**src/rtl/phase_error_sequencer_pkg.sv**
```systemverilog
`default_nettype none
// ============================================================================
// Module   : phase_error_sequencer_pkg
// Purpose  : Definitions shared by the ADPLL phase-error path: sequencer state
//            encoding, default counter width and the error-width rule that the
//            loop filter also relies on.
// Revision : 1.0
// ============================================================================
package phase_error_sequencer_pkg;

  // Default magnitude counter width for the phase measurement.
  localparam int CNT_W_DEF = 16;

  // Sequencer states; the encodings are shared with software/debug views.
  typedef enum logic [1:0] {
    ST_IDLE     = 2'd0,
    ST_REF_LEAD = 2'd1,
    ST_FB_LEAD  = 2'd2,
    ST_HOLD     = 2'd3
  } seq_state_t;

  // Signed error width: one sign bit on top of the magnitude counter.
  function automatic int err_width(input int cnt_w);
    return cnt_w + 1;
  endfunction

endpackage
`default_nettype wire

```
**src/rtl/phase_error_sequencer_lock_detector.sv**
```systemverilog
`default_nettype none
// ============================================================================
// Module   : adpll_lock_detector
// Purpose  : Counts consecutive accepted in-window phase results and raises a
//            lock flag once LOCK_N of them arrive back to back. A timeout, an
//            out-of-window result or a cycle slip restarts the run.
// Revision : 1.0
// ============================================================================
module adpll_lock_detector #(
  parameter int ERR_W    = 17,
  parameter int LOCK_WIN = 4,
  parameter int LOCK_N   = 8
) (
  input  logic                    i_clk,
  input  logic                    i_rst_n,
  input  logic                    i_accept,
  input  logic signed [ERR_W-1:0] i_err,
  input  logic                    i_timeout,
  input  logic                    i_slip,
  output logic                    o_lock
);

  localparam int RUN_W = $clog2(LOCK_N + 1);
  localparam logic [RUN_W-1:0] RUN_MAX = RUN_W'(LOCK_N);
  localparam logic [RUN_W-1:0] RUN_ONE = RUN_W'(1);
  localparam logic [ERR_W-1:0] WIN_LIM = ERR_W'(LOCK_WIN);

  logic [RUN_W-1:0] r_run;
  logic [RUN_W-1:0] w_run_nxt;
  logic [ERR_W-1:0] w_abs;
  logic             w_in_win;
  logic             r_lock;

  assign w_abs    = i_err[ERR_W-1] ? -i_err : i_err;
  assign w_in_win = !i_timeout && (w_abs <= WIN_LIM);

  // Next run length: slip restarts, accepted results extend or restart, saturating at LOCK_N.
  always_comb begin
    w_run_nxt = r_run;
    if (i_slip) begin
      w_run_nxt = '0;
    end else if (i_accept) begin
      if (w_in_win) begin
        w_run_nxt = (r_run == RUN_MAX) ? r_run : r_run + RUN_ONE;
      end else begin
        w_run_nxt = '0;
      end
    end
  end

  // Run counter and registered lock flag.
  always_ff @(posedge i_clk or negedge i_rst_n) begin
    if (!i_rst_n) begin
      r_run  <= '0;
      r_lock <= 1'b0;
    end else begin
      r_run  <= w_run_nxt;
      r_lock <= (w_run_nxt == RUN_MAX);
    end
  end

  assign o_lock = r_lock;

endmodule
`default_nettype wire

```
**src/rtl/phase_error_sequencer.sv**
```systemverilog
`default_nettype none
// ============================================================================
// Module   : phase_error_sequencer
// Purpose  : Pairs reference and feedback edge pulses, measures their
//            separation in clock cycles and presents a signed phase error to
//            the loop filter over a valid/ready handshake.
//            Optional lock detection is built when ADPLL_LOCK_DETECT_EN is
//            defined; otherwise lock_o is tied low.
// Revision : 1.0
// ============================================================================
module phase_error_sequencer
  import phase_error_sequencer_pkg::*;
#(
  parameter int CNT_W    = CNT_W_DEF,
  parameter int LOCK_WIN = 4,
  parameter int LOCK_N   = 8
) (
  input  logic                             fpga_clk_i,
  input  logic                             rst_n_i,
  input  logic                             enable_i,
  input  logic                             ref_edge_i,
  input  logic                             fb_edge_i,
  output logic signed [err_width(CNT_W)-1:0] err_o,
  output logic                             err_valid_o,
  input  logic                             err_ready_i,
  output logic                             timeout_o,
  output logic                             slip_o,
  output logic                             busy_o,
  output logic                             lock_o
);

  localparam int ERR_W = err_width(CNT_W);
  localparam logic [CNT_W-1:0] MAX_CNT = {CNT_W{1'b1}};
  localparam logic [CNT_W-1:0] CNT_ONE = CNT_W'(1);

  seq_state_t              r_state;
  logic [CNT_W-1:0]        r_cnt;
  logic signed [ERR_W-1:0] r_err;
  logic                    r_valid;
  logic                    r_timeout;
  logic                    r_slip;
  logic                    r_busy;

  logic                    w_from_ref;
  logic                    w_lead_edge;
  logic                    w_partner_edge;
  logic signed [ERR_W-1:0] w_cnt_pos;
  logic signed [ERR_W-1:0] w_cnt_neg;
  logic signed [ERR_W-1:0] w_signed_cnt;

  // Which edge opened the measurement decides the sign and the roles of the inputs.
  assign w_from_ref     = (r_state == ST_REF_LEAD);
  assign w_lead_edge    = w_from_ref ? ref_edge_i : fb_edge_i;
  assign w_partner_edge = w_from_ref ? fb_edge_i  : ref_edge_i;
  assign w_cnt_pos      = {1'b0, r_cnt};
  assign w_cnt_neg      = -w_cnt_pos;
  assign w_signed_cnt   = w_from_ref ? w_cnt_pos : w_cnt_neg;

  // Measurement sequencer; every output is a register updated here.
  always_ff @(posedge fpga_clk_i or negedge rst_n_i) begin
    if (!rst_n_i) begin
      r_state   <= ST_IDLE;
      r_cnt     <= '0;
      r_err     <= '0;
      r_valid   <= 1'b0;
      r_timeout <= 1'b0;
      r_slip    <= 1'b0;
      r_busy    <= 1'b0;
    end else begin
      r_slip <= 1'b0;
      if (!enable_i) begin
        // Abandon any measurement or pending result; err/timeout keep their last value.
        r_state <= ST_IDLE;
        r_cnt   <= '0;
        r_valid <= 1'b0;
        r_busy  <= 1'b0;
      end else begin
        case (r_state)
          ST_IDLE: begin
            if (ref_edge_i && fb_edge_i) begin
              r_err     <= '0;
              r_timeout <= 1'b0;
              r_valid   <= 1'b1;
              r_state   <= ST_HOLD;
            end else if (ref_edge_i) begin
              r_cnt   <= CNT_ONE;
              r_busy  <= 1'b1;
              r_state <= ST_REF_LEAD;
            end else if (fb_edge_i) begin
              r_cnt   <= CNT_ONE;
              r_busy  <= 1'b1;
              r_state <= ST_FB_LEAD;
            end
          end
          ST_REF_LEAD, ST_FB_LEAD: begin
            if (w_partner_edge) begin
              // Partner takes priority even when the leading edge repeats in the same cycle.
              r_err     <= w_signed_cnt;
              r_timeout <= 1'b0;
              r_valid   <= 1'b1;
              r_busy    <= 1'b0;
              r_cnt     <= '0;
              r_state   <= ST_HOLD;
            end else if (w_lead_edge) begin
              // Cycle slip: restart timing from the newer leading edge.
              r_slip <= 1'b1;
              r_cnt  <= CNT_ONE;
            end else if (r_cnt == MAX_CNT) begin
              // Saturate rather than wrap; report the full-scale error flagged as timeout.
              r_err     <= w_signed_cnt;
              r_timeout <= 1'b1;
              r_valid   <= 1'b1;
              r_busy    <= 1'b0;
              r_cnt     <= '0;
              r_state   <= ST_HOLD;
            end else begin
              r_cnt <= r_cnt + CNT_ONE;
            end
          end
          ST_HOLD: begin
            // Edges arriving here are dropped; only the handshake moves us on.
            if (err_ready_i) begin
              r_valid <= 1'b0;
              r_state <= ST_IDLE;
            end
          end
          default: begin
            r_state <= ST_IDLE;
          end
        endcase
      end
    end
  end

  assign err_o       = r_err;
  assign err_valid_o = r_valid;
  assign timeout_o   = r_timeout;
  assign slip_o      = r_slip;
  assign busy_o      = r_busy;

`ifdef ADPLL_LOCK_DETECT_EN
  logic w_accept;

  // A result counts toward lock only when actually handed to the loop filter.
  assign w_accept = r_valid & err_ready_i & enable_i;

  adpll_lock_detector #(
    .ERR_W    (ERR_W),
    .LOCK_WIN (LOCK_WIN),
    .LOCK_N   (LOCK_N)
  ) u_lock_detector (
    .i_clk     (fpga_clk_i),
    .i_rst_n   (rst_n_i),
    .i_accept  (w_accept),
    .i_err     (r_err),
    .i_timeout (r_timeout),
    .i_slip    (r_slip),
    .o_lock    (lock_o)
  );
`else
  logic w_unused_cfg;

  assign w_unused_cfg = ^{LOCK_WIN, LOCK_N};
  assign lock_o       = 1'b0;
`endif

endmodule
`default_nettype wire

```
**config.mk**
```make
export PLATFORM = sky130hd
export DESIGN_NAME = phase_error_sequencer
export DESIGN_NICKNAME = d
export VERILOG_FILES = /design/src/rtl/phase_error_sequencer_pkg.sv /design/src/rtl/phase_error_sequencer_lock_detector.sv /design/src/rtl/phase_error_sequencer.sv
export SDC_FILE = /design/constraint.sdc
export NUM_CORES = 1
export LEC_CHECK = 0
export ABC_AREA = 1
export CAP_MARGIN = 20
export CORE_AREA = 2 2 75 77
export CTS_BUF_LIST = sky130_fd_sc_hd__clkbuf_16
export CTS_CLUSTER_DIAMETER = 50
export DETAILED_ROUTE_END_ITERATION = 8
export DIE_AREA = 0 0 77 79
export GPL_ROUTABILITY_DRIVEN = 0
export GPL_TIMING_DRIVEN = 0
export PLACE_DENSITY = 0.74
export SKIP_CTS_REPAIR_TIMING = 1
export SYNTH_ARGS = -nofsm -noshare
export SYNTH_HDL_FRONTEND = slang
export SYNTH_SLANG_ARGS = --single-unit
```
**constraint.sdc**
```tcl
create_clock -name fpga_clk_i -period 1.9 [get_ports fpga_clk_i]
set_input_delay 0.19 -clock fpga_clk_i [delete_from_list [all_inputs] [get_ports fpga_clk_i]]
set_output_delay 0.19 -clock fpga_clk_i [all_outputs]
set_load 0.05 [all_outputs]
```
==> impl_results.md, run 1 <==
* Primary FF master, synth: dfrtp_1
* Total track usage at 0.205
* Syn_area_per_cell at 7.14 sq um
* Finished Layout Cells at 472
* IO Pins at 28
* Die width at 77 um
* Post-synth top cells: 111 x nand2_1, 43 x inv_1, 39 x dfrtp_1
* Area growth syn-to-layout at 24.8%
* CTS sink cnt at 39
* Worst Path Max Fanout at 6
* Pleak at 1.58 nW
* Internal reg-to-reg setup slack at 0.04 ns
* CP Class: reg -> reg
* Max_slew headroom at 0.406
* Min-delay worst type: in -> async
* Number of remaining DRC errors at 0
* Synth area leader: dfrtp_1
* Synth area leaders: dfrtp_1 38%, nand2_1 16%, inv_1 6.3%
* Clock root buffer: clkbuf_16
* Fillers at 483
* #FFs+latches synth at 39
* Final Hold Fails at 0
* Req. time, crit path at 2.10 ns
* Die area at 6080 sq um
* Core area at 5340 sq um
* R2r worst-path depth at 10
* Fmax at 0.538 GHz
* Startpoint Class: flop
* Library cells used by synthesis at 30
* Flip-flop and latch area at 977 sq um
* Number of global-route vias before repair at 2,225
* Clock Latency Late Sink at 0.28 ns
* Most frequent cell after synthesis: nand2_1
* H-tree depth at 2
* Cell Rows at 27
* Period utilization at 0.978
* Bufs on Longest Clock Path at 2
* Maxcap violations at 0
* CTS tree: yes
* Worst Clk Skew at 0.00444 ns
* Slew Viols, Final at 0
* RR Endpoint: r_cnt[2]$_DFFE_PN0P_
* Post-DRT Antenna Nets at 0
* Hold Slack at 0.0355 ns
* Die H at 79 um
* Antenna cells at 0
* Status: complete, no violations
* Share of flip-flops with an asynchronous set or reset at 1.00
* Share of layout cells above drive strength 1 at 0.160
* Arrival time at the worst endpoint at 2.05 ns
* Cells after Synth at 361
* Largest net degree at the start of global routing at 40
* First-pass GRT wire length at 10,100 um
* Wirelength per Cell at 12.7 um
* Final WL at 5990 um
* DR pass1 iterations at 4
* Least-Margin Pin Slew at 0.891 ns
* Port-buffer cells at 25
* Worst VDD drop at 0.786 mV
* Cell Pwr Density at 1450 nW/um^2
* Multi-input logic area at 1470 sq um
* DR vias/cell at 5.07
* TNS Setup at 0 ns
* Unrepaired setup endpoints after global routing: yes
* Crit. End Element: flop
* Worst-path clk slew at 0.06 ns
* Area share of the largest cell type after synthesis at 0.378
* RR Startpoint: r_state[0]$_DFFE_PN0P_
* DRT iter0 DRCs at 180
* Post-Synthesis Net Count at 373
* Post-synthesis sequential area ratio at 0.378
* Layout Nets at 411
* Starting Density at 0.483
* Placed cell count at 458
* EDFF count, synth at 0
* DR vias at 2,395
* CTS buffer count at 5
* # setup viols final at 0
* DP HPWL at 4390 um
* Antenna violations before repair at 0
* GR Overflow Total at 0
* Synth warn at 0
* Min cycle time layout at 1.86 ns
* Post-synthesis cell area at 2580 sq um
-- sequential cells by signal, summed over array words and instances (netlist names) --
register     count
r_cnt           16
busy_o           1
timeout_o        1
err_o           17
r_state          2
err_valid_o      1
slip_o           1
-- per-layer routing --
layer,track usage,up-vias,wire [um]
met5,0,-,0
met4,0.0732,0,102
met3,0.0330,8,236
met2,0.359,63,2990
met1,0.258,1086,2660
li1,-,1238,-
-- critical path, stage by stage, from the launching register on --
cell	delay, ns
dfrtp_2	0.40
inv_2	0.06
ha_4	0.31
inv_4	0.06
nand3b_1	0.18
nand2_2	0.09
nor2_4	0.17
buf_6	0.15
buf_6	0.11
a21oi_1	0.06
nor3_1	0.17
-- kinds of logic after synthesis --
kind of cell,synth area share
adder cells (fa/ha/maj),0.0291
flip-flops,0.378
other,0.00145
buffers and inverters,0.0810
AND/OR/NAND/NOR,0.377
XOR/XNOR,0.0306
AO/OA/AOI/OAI,0.102
-- final cells by class --
class	instances	area share
Timing Repair Buffer	31	0.0913
Sequential cell	39	0.304
Clock buffer	5	0.0389
Clock inverter	3	0.0120
Buffer	6	0.0171
Multi-Input combinational cell	272	0.457
Inverter	44	0.0521
Tap cell	72	0.0280
-- stage by stage --
step	area, sq um	power, W	setup slack (ns)	utilization
after global placement	2920	0.00342	-0.345	0.547
final	3220	0.00466	0.0424	0.603
after detailed placement	2910	0.00345	-0.188	0.546
after floorplan	2580	0.00283	0.130	-
after global routing	3220	0.00496	-0.0588	0.603
after CTS	3080	0.00439	-0.219	0.577
-- cells in the final DEF (no fill, tap or decap), drive strengths merged --
| cell type | n |
|---|---|
| nand2 | 123 |
| inv | 44 |
| dfrtp | 39 |
| nor2 | 38 |
| nand3 | 28 |
| o21ai | 28 |
| clkdlybuf4s50 | 24 |
| a21oi | 13 |
| nand4 | 13 |
| buf | 12 |
| xor2 | 9 |
| nor3 | 6 |
| clkbuf | 6 |
| ha | 6 |
| nand3b | 2 |
| a31oi | 2 |
| clkinv | 2 |
| o21a | 1 |
| and2 | 1 |
| nor3b | 1 |
| conb | 1 |
| bufinv | 1 |
-- worst max path at each step --
| stage | start | to | cells past startpoint |
|---|---|---|---|
| floorplan | r_state[0]$_DFFE_PN0P_ | r_cnt[8]$_DFFE_PN0P_ | 10 |
| global placement | rst_n_i | r_cnt[10]$_DFFE_PN0P_ | 1 |
| detailed placement | r_state[0]$_DFFE_PN0P_ | r_cnt[8]$_DFFE_PN0P_ | 10 |
| CTS | r_state[0]$_DFFE_PN0P_ | r_cnt[8]$_DFFE_PN0P_ | 10 |
| global route | r_state[0]$_DFFE_PN0P_ | r_cnt[2]$_DFFE_PN0P_ | 10 |
| finish | r_state[0]$_DFFE_PN0P_ | r_cnt[2]$_DFFE_PN0P_ | 10 |
-- where the power goes --
group | switching (W) | internal (W) | total, W
logic | 0.00168 | 0.000903 | 0.00259
clock network | 0.000323 | 0.000612 | 0.000935
registers | 0.000113 | 0.00102 | 0.00114
Power figures use the tool's default switching activity.
==> run 2, diff against run 1 <==
--- a/config.mk
+++ b/config.mk
@@ -15,6 +15,7 @@
 export GPL_ROUTABILITY_DRIVEN = 0
 export GPL_TIMING_DRIVEN = 0
 export PLACE_DENSITY = 0.74
+export RECOVER_POWER = 25
 export SKIP_CTS_REPAIR_TIMING = 1
 export SYNTH_ARGS = -nofsm -noshare
 export SYNTH_HDL_FRONTEND = slang
==> impl_results.md, run 2 (same netlist as run 1, synthesis figures left out) <==
* Antenna violations before repair at 0
* Slew Viols, Final at 0
* Status: complete, no violations
* CTS tree: yes
* Share of layout cells above drive strength 1 at 0.160
* Finished Layout Cells at 472
* Core area at 5340 sq um
* Final WL at 6010 um
* Worst Clk Skew at 0.00462 ns
* Starting Density at 0.483
* Cell Rows at 27
* Largest net degree at the start of global routing at 40
* Die width at 77 um
* Total track usage at 0.205
* Commonest non-fill, non-tap cell in the layout: nand2_1
* Post-DRT Antenna Nets at 0
* H-tree depth at 2
* GRT met2 Usage at 0.359
* Layout Nets at 411
* Period utilization at 0.978
* First-pass GRT wire length at 10,100 um
* Req. time, crit path at 2.10 ns
* Top Usage Layer GRT: met2
* Die area at 6080 sq um
* Crit. End Element: flop
* CTS buffer count at 5
* # setup viols final at 0
* Placed cell count at 458
* Worst Path Max Fanout at 6
* Worst-path clk slew at 0.06 ns
* GR Overflow Total at 0
* Max_slew headroom at 0.338
* Area growth syn-to-layout at 24.8%
* IO Pins at 28
* Fillers at 483
* Min cycle time layout at 1.86 ns
* Fmax at 0.538 GHz
* Antenna cells at 0
* Least-Margin Pin Slew at 0.993 ns
* Flip-flop and latch area at 977 sq um
* DP HPWL at 4390 um
* Min-delay worst type: in -> async
* CTS sink cnt at 39
* Cell Pwr Density at 1450 nW/um^2
* Bufs on Longest Clock Path at 2
* Worst VDD drop at 0.785 mV
* Final Hold Fails at 0
* Pleak at 1.58 nW
* Die H at 79 um
* DR vias at 2,402
* Arrival time at the worst endpoint at 2.06 ns
* Number of global-route vias before repair at 2,225
* TNS Setup at 0 ns
* M1 GR Usage at 0.258
* Multi-input logic area at 1470 sq um
* GRT met3 Usage at 0.0330
* Maxcap violations at 0
* DRT iter0 DRCs at 180
* DR pass1 iterations at 4
* Clock Latency Late Sink at 0.28 ns
* Number of remaining DRC errors at 0
* Startpoint Class: flop
* Most frequent cells in the layout: 110 x nand2_1, 40 x inv_1, 38 x dfrtp_1
* Wirelength per Cell at 12.7 um
* Port-buffer cells at 25
* Unrepaired setup endpoints after global routing: yes
* Clock root buffer: clkbuf_16
* Max FFs per register at 17
* CP Class: reg -> reg
* DR vias/cell at 5.09
run 2: cell types whose count changed in the layout (fill, tap and decap cells not counted):
cell,previous run,this run
buf_2,2,1
clkbuf_2,1,2
run 2: stage by stage:
step	cell area, sq um	utilization	worst slack, ns	total power (W)	hold WS (ns)
global route	3220	0.603	-0.0588	0.00496	0.162
floorplan	2580	-	0.130	0.00283	-0.106
finish	3220	0.603	0.0409	0.00466	0.0692
detailed placement	2910	0.546	-0.188	0.00345	0.363
CTS	3080	0.577	-0.219	0.00439	0.0677
global placement	2920	0.547	-0.345	0.00342	0.458
run 2: worst paths after layout:
check	cells after the start	slack, ns	from	to
max in group asynchronous	1	1.16	rst_n_i	r_state[0]$_DFFE_PN0P_
min in group fpga_clk_i	3	0.25	enable_i	err_valid_o$_DFFE_PN0P_
worst max-delay path	10	0.04	r_state[0]$_DFFE_PN0P_	r_cnt[2]$_DFFE_PN0P_
worst min-delay path	1	0.07	rst_n_i	err_o[3]$_DFFE_PN0P_
worst max register to register	10	0.04	r_state[0]$_DFFE_PN0P_	r_cnt[2]$_DFFE_PN0P_
worst min register to register	2	0.47	err_valid_o$_DFFE_PN0P_	err_valid_o$_DFFE_PN0P_
run 2: critical path, cell delays in order, from the launching register on:
cell and delay (ns):
dfrtp_2 0.40, inv_2 0.06, ha_4 0.31, inv_4 0.06, nand3b_1 0.18, nand2_2 0.09
nor2_4 0.17, buf_6 0.15, buf_6 0.12, a21oi_1 0.06, nor3_1 0.17
run 2: routing by layer:
metal,routed length [um],up-vias,part of all wire
li1,-,1240,-
met1,2630,1085,0.44
met2,3010,69,0.50
met3,262,8,0.044
met4,102,0,0.017
met5,0,-,0
run 2: report_power, final:
group,internal [W],leakage (nW),total (W),switching (W)
combinational,0.000903,0.966,0.00258,0.00168
clock,0.000612,0.0812,0.000934,0.000322
sequential,0.00102,0.531,0.00114,0.000113
total,0.00254,1.58,0.00466,0.00212
run 2: cell type report:
cell class	count	area share
clock buffers	5	0.0389
flip-flops and latches	39	0.304
well taps	72	0.0280
multi-input cells	272	0.457
plain buffers	6	0.0171
inverters	44	0.0521
clock inverters	3	0.0120
repair buffers	31	0.0913
